<file path="src/rtl/chime_alarm_ctrl_if.sv">
// ---------------------------------------------------------------------------
// chime_alarm_ctrl_if
//   Groups the time/alarm inputs, the user controls and the buzzer outputs
//   of the chime/alarm stage into one bundle.
//   master : time source / mode FSM side (drives time, alarm setting, keys;
//            observes the buzzer outputs)
//   slave  : chime_alarm_ctrl (consumes inputs, drives beep and status)
// Signals
//   hour, min, sec        current time of day (0..23, 0..59, 0..59)
//   alarm_hour, alarm_min stored alarm setting
//   alarm_en              alarm armed
//   adjusting             mode FSM not in NORMAL, blocks new triggers
//   alarm_off_pulse       one-cycle debounced alarm-off key event
//   beep                  buzzer drive
//   chime_active          hourly chime sounding
//   alarm_active          alarm sounding
// ---------------------------------------------------------------------------
interface chime_alarm_ctrl_if;
  logic [4:0] hour;
  logic [5:0] min;
  logic [5:0] sec;
  logic [4:0] alarm_hour;
  logic [5:0] alarm_min;
  logic       alarm_en;
  logic       adjusting;
  logic       alarm_off_pulse;
  logic       beep;
  logic       chime_active;
  logic       alarm_active;

  modport master (
    output hour, min, sec, alarm_hour, alarm_min, alarm_en, adjusting,
           alarm_off_pulse,
    input  beep, chime_active, alarm_active
  );

  modport slave (
    input  hour, min, sec, alarm_hour, alarm_min, alarm_en, adjusting,
           alarm_off_pulse,
    output beep, chime_active, alarm_active
  );
endinterface

</file>
<file path="src/rtl/chime_alarm_ctrl.sv">
// ---------------------------------------------------------------------------
// chime_alarm_ctrl
//   Audible-output stage of the digital clock. Sounds a fixed-length chime at
//   every HH:00:00 and an alarm tone at alarm_hour:alarm_min:00 that lasts
//   until the alarm-off key is pressed or a number of seconds have elapsed.
//   The buzzer is driven with a square-wave tone (TONE_EN=1) or a steady
//   level (TONE_EN=0).
// Ports
//   clk    system clock
//   rst_n  asynchronous, active-low reset
//   bus    chime_alarm_ctrl_if.slave (time, alarm setting, keys, outputs)
// ---------------------------------------------------------------------------
module chime_alarm_ctrl #(
  parameter int CLK_FREQ        = 50_000_000,
  parameter int TONE_HZ         = 2_000,
  parameter int TONE_EN         = 1,
  parameter int CHIME_MS        = 500,
  parameter int ALARM_TIMEOUT_S = 60
) (
  input  logic              clk,
  input  logic              rst_n,
  chime_alarm_ctrl_if.slave bus
);

  localparam int CHIME_CYC = CHIME_MS * (CLK_FREQ / 1000);
  localparam int HALF_CYC  = CLK_FREQ / (2 * TONE_HZ);

  // Every counter is sized to hold its own limit; degenerate limits still
  // get a one-bit counter.
  localparam int CW = (CHIME_CYC       < 1) ? 1 : $clog2(CHIME_CYC + 1);
  localparam int TW = (HALF_CYC        < 1) ? 1 : $clog2(HALF_CYC + 1);
  localparam int SW = (ALARM_TIMEOUT_S < 1) ? 1 : $clog2(ALARM_TIMEOUT_S + 1);

  localparam logic [CW-1:0] CHIME_LAST = CW'(CHIME_CYC - 1);
  localparam logic [CW-1:0] CHIME_MAX  = CW'(CHIME_CYC);
  localparam logic [TW-1:0] HALF_LAST  = TW'(HALF_CYC - 1);
  localparam logic [SW-1:0] TO_LAST    = SW'(ALARM_TIMEOUT_S - 1);
  localparam logic [SW-1:0] TO_MAX     = SW'(ALARM_TIMEOUT_S);

  typedef enum logic [1:0] {
    S_IDLE  = 2'd0,
    S_CHIME = 2'd1,
    S_ALARM = 2'd2
  } state_t;

  state_t          state_q,        state_d;
  logic [5:0]      prev_sec_q,     prev_sec_d;
  logic [CW-1:0]   chime_cnt_q,    chime_cnt_d;
  logic [SW-1:0]   sec_cnt_q,      sec_cnt_d;
  logic [TW-1:0]   tone_cnt_q,     tone_cnt_d;
  logic            tone_phase_q,   tone_phase_d;
  logic            beep_q,         beep_d;
  logic            chime_active_q, chime_active_d;
  logic            alarm_active_q, alarm_active_d;

  logic            sec_evt_s;
  logic            live_s;
  logic            chime_hit_s;
  logic            alarm_hit_s;
  logic            entry_s;

  // Second-event detection and trigger qualification.
  always_comb begin
    prev_sec_d  = bus.sec;
    // Any change of the seconds value counts, including forced jumps.
    sec_evt_s   = (bus.sec != prev_sec_q);
    live_s      = sec_evt_s && !bus.adjusting;
    chime_hit_s = live_s && (bus.min == 6'd0) && (bus.sec == 6'd0);
    alarm_hit_s = live_s && bus.alarm_en &&
                  (bus.hour == bus.alarm_hour) &&
                  (bus.min  == bus.alarm_min) &&
                  (bus.sec  == 6'd0);
  end

  // Next-state logic: alarm outranks chime; alarm-off outranks everything in ALARM.
  always_comb begin
    state_d = state_q;
    case (state_q)
      S_IDLE: begin
        if (alarm_hit_s) begin
          state_d = S_ALARM;
        end else if (chime_hit_s) begin
          state_d = S_CHIME;
        end else begin
          state_d = S_IDLE;
        end
      end
      S_CHIME: begin
        if (alarm_hit_s) begin
          state_d = S_ALARM;
        end else if (bus.alarm_off_pulse) begin
          state_d = S_IDLE;
        end else if (chime_cnt_q >= CHIME_LAST) begin
          state_d = S_IDLE;
        end else begin
          state_d = S_CHIME;
        end
      end
      S_ALARM: begin
        if (bus.alarm_off_pulse) begin
          state_d = S_IDLE;
        end else if (sec_evt_s && (sec_cnt_q >= TO_LAST)) begin
          state_d = S_IDLE;
        end else begin
          state_d = S_ALARM;
        end
      end
      default: begin
        state_d = S_IDLE;
      end
    endcase
  end

  // Duration, timeout and tone counters; all clear on entry to a sounding state.
  always_comb begin
    chime_cnt_d  = chime_cnt_q;
    sec_cnt_d    = sec_cnt_q;
    tone_cnt_d   = tone_cnt_q;
    tone_phase_d = tone_phase_q;
    entry_s      = (state_d != state_q);
    if ((state_d == S_IDLE) || entry_s) begin
      chime_cnt_d  = {CW{1'b0}};
      sec_cnt_d    = {SW{1'b0}};
      tone_cnt_d   = {TW{1'b0}};
      tone_phase_d = 1'b0;
    end else begin
      if ((state_q == S_CHIME) && (chime_cnt_q != CHIME_MAX)) begin
        chime_cnt_d = chime_cnt_q + 1'b1;
      end else begin
        chime_cnt_d = chime_cnt_q;
      end
      // A re-hit in ALARM does not touch this count, so the timeout is not restarted.
      if ((state_q == S_ALARM) && sec_evt_s && (sec_cnt_q != TO_MAX)) begin
        sec_cnt_d = sec_cnt_q + 1'b1;
      end else begin
        sec_cnt_d = sec_cnt_q;
      end
      if (tone_cnt_q >= HALF_LAST) begin
        tone_cnt_d   = {TW{1'b0}};
        tone_phase_d = ~tone_phase_q;
      end else begin
        tone_cnt_d   = tone_cnt_q + 1'b1;
        tone_phase_d = tone_phase_q;
      end
    end
  end

  // Output values, decoded from the next state so the pins are registered.
  always_comb begin
    beep_d         = 1'b0;
    chime_active_d = (state_d == S_CHIME);
    alarm_active_d = (state_d == S_ALARM);
    if (state_d != S_IDLE) begin
      beep_d = (TONE_EN != 0) ? tone_phase_d : 1'b1;
    end else begin
      beep_d = 1'b0;
    end
  end

  // State, counters and output registers.
  always_ff @(posedge clk or negedge rst_n) begin
    if (!rst_n) begin
      state_q        <= S_IDLE;
      prev_sec_q     <= 6'd0;
      chime_cnt_q    <= {CW{1'b0}};
      sec_cnt_q      <= {SW{1'b0}};
      tone_cnt_q     <= {TW{1'b0}};
      tone_phase_q   <= 1'b0;
      beep_q         <= 1'b0;
      chime_active_q <= 1'b0;
      alarm_active_q <= 1'b0;
    end else begin
      state_q        <= state_d;
      prev_sec_q     <= prev_sec_d;
      chime_cnt_q    <= chime_cnt_d;
      sec_cnt_q      <= sec_cnt_d;
      tone_cnt_q     <= tone_cnt_d;
      tone_phase_q   <= tone_phase_d;
      beep_q         <= beep_d;
      chime_active_q <= chime_active_d;
      alarm_active_q <= alarm_active_d;
    end
  end

  assign bus.beep         = beep_q;
  assign bus.chime_active = chime_active_q;
  assign bus.alarm_active = alarm_active_q;

endmodule
</file>
<file path="src/flat_wrapper.sv">
// flat-port wrapper written by rule: the top's interface ports become plain ports
module chime_alarm_ctrl_flat 
#(
  parameter int CLK_FREQ        = 50_000_000,
  parameter int TONE_HZ         = 2_000,
  parameter int TONE_EN         = 1,
  parameter int CHIME_MS        = 500,
  parameter int ALARM_TIMEOUT_S = 60
)
  (clk, rst_n, bus_hour, bus_min, bus_sec, bus_alarm_hour, bus_alarm_min, bus_alarm_en, bus_adjusting, bus_alarm_off_pulse, bus_beep, bus_chime_active, bus_alarm_active);
  chime_alarm_ctrl_if bus_i ();
  input  logic clk;
  input  logic rst_n;
  input wire logic [$bits(bus_i.hour)-1:0] bus_hour;
  input wire logic [$bits(bus_i.min)-1:0] bus_min;
  input wire logic [$bits(bus_i.sec)-1:0] bus_sec;
  input wire logic [$bits(bus_i.alarm_hour)-1:0] bus_alarm_hour;
  input wire logic [$bits(bus_i.alarm_min)-1:0] bus_alarm_min;
  input wire logic [$bits(bus_i.alarm_en)-1:0] bus_alarm_en;
  input wire logic [$bits(bus_i.adjusting)-1:0] bus_adjusting;
  input wire logic [$bits(bus_i.alarm_off_pulse)-1:0] bus_alarm_off_pulse;
  output wire logic [$bits(bus_i.beep)-1:0] bus_beep;
  output wire logic [$bits(bus_i.chime_active)-1:0] bus_chime_active;
  output wire logic [$bits(bus_i.alarm_active)-1:0] bus_alarm_active;
  assign bus_i.hour = bus_hour;
  assign bus_i.min = bus_min;
  assign bus_i.sec = bus_sec;
  assign bus_i.alarm_hour = bus_alarm_hour;
  assign bus_i.alarm_min = bus_alarm_min;
  assign bus_i.alarm_en = bus_alarm_en;
  assign bus_i.adjusting = bus_adjusting;
  assign bus_i.alarm_off_pulse = bus_alarm_off_pulse;
  assign bus_beep = bus_i.beep;
  assign bus_chime_active = bus_i.chime_active;
  assign bus_alarm_active = bus_i.alarm_active;
  chime_alarm_ctrl #(.CLK_FREQ(CLK_FREQ), .TONE_HZ(TONE_HZ), .TONE_EN(TONE_EN), .CHIME_MS(CHIME_MS), .ALARM_TIMEOUT_S(ALARM_TIMEOUT_S)) u_core (.clk(clk), .rst_n(rst_n), .bus(bus_i));
endmodule
</file>
<file path="config.mk">
export PLATFORM = sky130hd
export DESIGN_NAME = chime_alarm_ctrl_flat
export DESIGN_NICKNAME = d
export VERILOG_FILES = /design/src/rtl/chime_alarm_ctrl_if.sv /design/src/rtl/chime_alarm_ctrl.sv /design/src/flat_wrapper.sv
export SDC_FILE = /design/constraint.sdc
export NUM_CORES = 1
export LEC_CHECK = 0
export ABC_AREA = 1
export CORE_MARGIN = 2
export CORE_UTILIZATION = 49
export CTS_CLUSTER_DIAMETER = 100
export DETAILED_ROUTE_END_ITERATION = 10
export PLACE_DENSITY = 0.7
export SLEW_MARGIN = 40
export SYNTH_ARGS = -nofsm -noshare
export SYNTH_HDL_FRONTEND = slang
export SYNTH_SLANG_ARGS = --single-unit
</file>
<file path="constraint.sdc">
create_clock -name clk -period 2.3 [get_ports clk]
set_clock_uncertainty 0.15 [all_clocks]
set_input_delay 0.46 -clock clk [delete_from_list [all_inputs] [get_ports clk]]
set_output_delay 0.46 -clock clk [all_outputs]
set_load 0.005 [all_outputs]
</file>
==> impl_metrics.json <==
{
  "crit_path_max_fanout": 6,
  "initial_core_util": 0.499,
  "worstMarginPinSlew_ps": 515,
  "post-route-period-util": 0.932,
  "crit_cells": 14,
  "finalPower_w": 0.00218,
  "wirelength_mm": 7.55,
  "first_global_vias": 3078,
  "wl_per_cell_um": 11.6,
  "final_cells": 651,
  "synth_area_mm2": 0.00358,
  "cts_buffers": 9,
  "cts_setup_buffers": 0,
  "cap_violations": 0,
  "path_common_cell": "nand2_1",
  "design_area_mm2": 0.00448,
  "grt-ovfl-total": 0,
  "drtPass1Iterations": 4,
  "dp_hpwl_mm": 5.74,
  "area_growth_pct": 25.1,
  "r2r_slack_ps": 190,
  "place_inst": 634,
  "rsz0062_at_grt": "no",
  "cts_tree": "done",
  "drv_slew": 0,
  "required_ps": 2430,
  "grt_pass1_wl_mm": 13.2,
  "core_area_mm2": 0.00718,
  "htreeDepth": 3,
  "hold_path_end": "u_core.prev_sec_q[1]",
  "antenna_left": 0,
  "rows": 31,
  "ys_seq_area_frac": 0.398,
  "p_leak_nw": 2.13,
  "cts.path.max_buffers": 2,
  "path_cells": "clkdlybuf4s50_1 > inv_1 > nand2_1 > nand2_1 > nor2_1 > nand3_1 > nor2_2 > nand3_1 > nand2_2 > nand2_1 > nand2_4 > nand3_4 > clkbuf_16 > nor2_2",
  "antennaDiodeCount": 0,
  "cp_data_arrival_time_ps": 2270,
  "ir_drop_mv": 0.301,
  "cp_num_buf_inv": 3,
  "min_path_cells": 1,
  "drive_gt1_frac": 0.174,
  "vias": 3098,
  "ios": 36,
  "synth_nets": 524,
  "dieArea_mm2": 0.00801,
  "nets": 585,
  "cts-root-buf": "clkbuf_8",
  "syn_avg_cell_area_um2": 7.37,
  "slew_headroom": 0.657,
  "status": "complete, no violations",
  "via_per_inst": 4.76,
  "die_y_um": 89.5,
  "drt_iter0_drc": 114,
  "power_density_mw_per_mm2": 487,
  "grt_max_degree": 37,
  "place_ws_ps": -291,
  "crit_path_start_kind": "input pin",
  "hold_ws_ps": 166,
  "r2r_cells": 14,
  "setup_slack_ps": 156,
  "synth-seq-cells": 57,
  "drc": 0,
  "crit_family": "simple AND/OR/NAND/NOR gates",
  "cts.sinks": 57,
  "grt_antenna_before_repair": 0,
  "portBuffers": 35,
  "max_stage_delay_ps": 480,
  "worstReg2RegEnd": "u_core.chime_cnt_q[20]",
  "placed_area_mm2": 0.00419,
  "hold_violations": 0,
  "hold_class": "in2reg",
  "cp_slowest_cell": "clkdlybuf4s50_1",
  "ys_warn_count": 0,
  "clk_latency_ps": 340,
  "place_congestion": 0.929,
  "clk_pin_slew_ps": 70,
  "final-setup-viol-count": 0,
  "synth_cell_types": 32,
  "grt_usage": 0.212,
  "path_class": "in2reg",
  "r2r-start": "u_core.chime_cnt_q[0]",
  "syn_inst": 486,
  "fmax_mhz": 466,
  "end_kind": "flop",
  "fin_crit_ps": 2140,
  "min_from": "bus_sec[1]",
  "dieWidth_um": 89.5
}
## metal layers
layer  vias up  global-route usage  share of wire  wire length [µm]
met5         -                   0              0                 0
met4         0              0.0841          0.019               144
met3        12              0.0471          0.026               193
met2        37               0.358           0.49              3700
met1      1431               0.263           0.47              3510
li1       1618                   -              -                 -
## sequential cells by signal (all words and copies together) (netlist names)
signal                   count
u_core.state_q               2
u_core.chime_cnt_q          25
u_core.prev_sec_q            6
u_core.bus.chime_active      1
u_core.tone_cnt_q           14
u_core.bus.alarm_active      1
u_core.sec_cnt_q             6
u_core.bus.beep              1
u_core.tone_phase_q          1
## final cells by class
class | count | area, µm²
well taps | 99 | 124
fillers | 635 | 2690
inverters | 84 | 315
clock buffers | 11 | 131
flip-flops and latches | 57 | 1430
repair buffers | 54 | 588
clock inverters | 5 | 80.1
multi-input cells | 341 | 1820
## how the worst max path moves through the flow
stage                     startpoint                    end
2_1_floorplan  u_core.chime_cnt_q[0]  u_core.chime_cnt_q[9]
3_3_place_gp              bus_min[2]    u_core.sec_cnt_q[5]
3_5_place_dp              bus_sec[2]  u_core.tone_cnt_q[13]
4_1_cts                   bus_sec[2]   u_core.tone_cnt_q[0]
5_1_grt                   bus_min[1]   u_core.tone_cnt_q[3]
6_report                  bus_min[3]   u_core.tone_cnt_q[3]
## power by group
| part | total, W | switching [W] | internal, W |
|---|---|---|---|
| logic | 0.000139 | 0.0000666 | 0.0000727 |
| registers | 0.00101 | 0.00000275 | 0.00101 |
| clock network | 0.00103 | 0.000424 | 0.000609 |
| total | 0.00218 | 0.000493 | 0.00169 |
## per-stage QoR
step | util | TNS (ps)
final | 0.625 | 0
after global routing | 0.625 | 0
after CTS | 0.615 | 0
after detailed placement | 0.584 | -12050
after global placement | 0.584 | -7600
after floorplan | - | 0
## synthesized netlist by cell type, drive strengths merged
| cell type | n | area, µm² |
|---|---|---|
| a21o | 1 | 7.51 |
| a21oi | 3 | 26.3 |
| a31o | 1 | 8.76 |
| a31oi | 2 | 12.5 |
| and3 | 1 | 6.26 |
| buf | 4 | 45.0 |
| dfrtp | 57 | 1430 |
| ha | 5 | 62.6 |
| inv | 84 | 315 |
| mux2 | 1 | 11.3 |
| nand2 | 112 | 453 |
| nand3 | 31 | 170 |
| nand3b | 2 | 15.0 |
| nand4 | 10 | 62.6 |
| nor2 | 109 | 522 |
| nor3 | 16 | 80.1 |
| nor3b | 1 | 7.51 |
| nor4 | 5 | 37.5 |
| o21ai | 10 | 50.1 |
| o21bai | 2 | 15.0 |
| or2 | 2 | 12.5 |
| xnor2 | 5 | 43.8 |
| xor2 | 22 | 193 |
## cells by family (layout without fill, tap and decap cells)
| kind of cell | Yosys count | in the layout | share of synthesized area |
|---|---|---|---|
| mux | 1 | 1 | 0.00314 |
| flops | 57 | 57 | 0.398 |
| simple gates | 289 | 289 | 0.381 |
| xor+xnor | 27 | 27 | 0.0660 |
| fa+ha+maj | 5 | 5 | 0.0175 |
| buf+inv | 88 | 154 | 0.101 |
| compound gates | 19 | 19 | 0.0335 |
## timing repair
| action | CTS | global route |
|---|---|---|
| endpoints found under the setup margin | 0 | 47 |
| gates resized for setup | 0 | 17 |
| hold buffers | 1 | 0 |
| hold endpoints to repair | 21 | 0 |
## cell usage in the layout, fill, tap and decap left out, types with 2 or more instances in the layout
cell type,netlist,routed
nand2_1,105,105
inv_1,83,83
nor2_1,66,65
dfrtp_1,57,57
nor2_2,42,43
nand3_1,28,27
xor2_1,22,22
clkdlybuf4s50_1,0,22
nor3_1,16,15
buf_4,0,13
dlymetal6s2s_1,0,12
nand4_1,10,10
clkbuf_8,0,9
o21ai_0,8,7
xnor2_1,5,5
ha_1,5,5
nand2_2,4,4
nor4_1,4,4
buf_12,0,4
o21ai_1,2,3
nand3_2,3,3
nand2_4,3,3
a21oi_1,2,2
nand3b_1,2,2
o21bai_1,2,2
or2_2,2,2
a31oi_1,2,2
clkinvlp_4,0,2
bufinv_16,0,2
clkbuf_1,0,2
No activity file was read; power rests on OpenSTA's default activity.
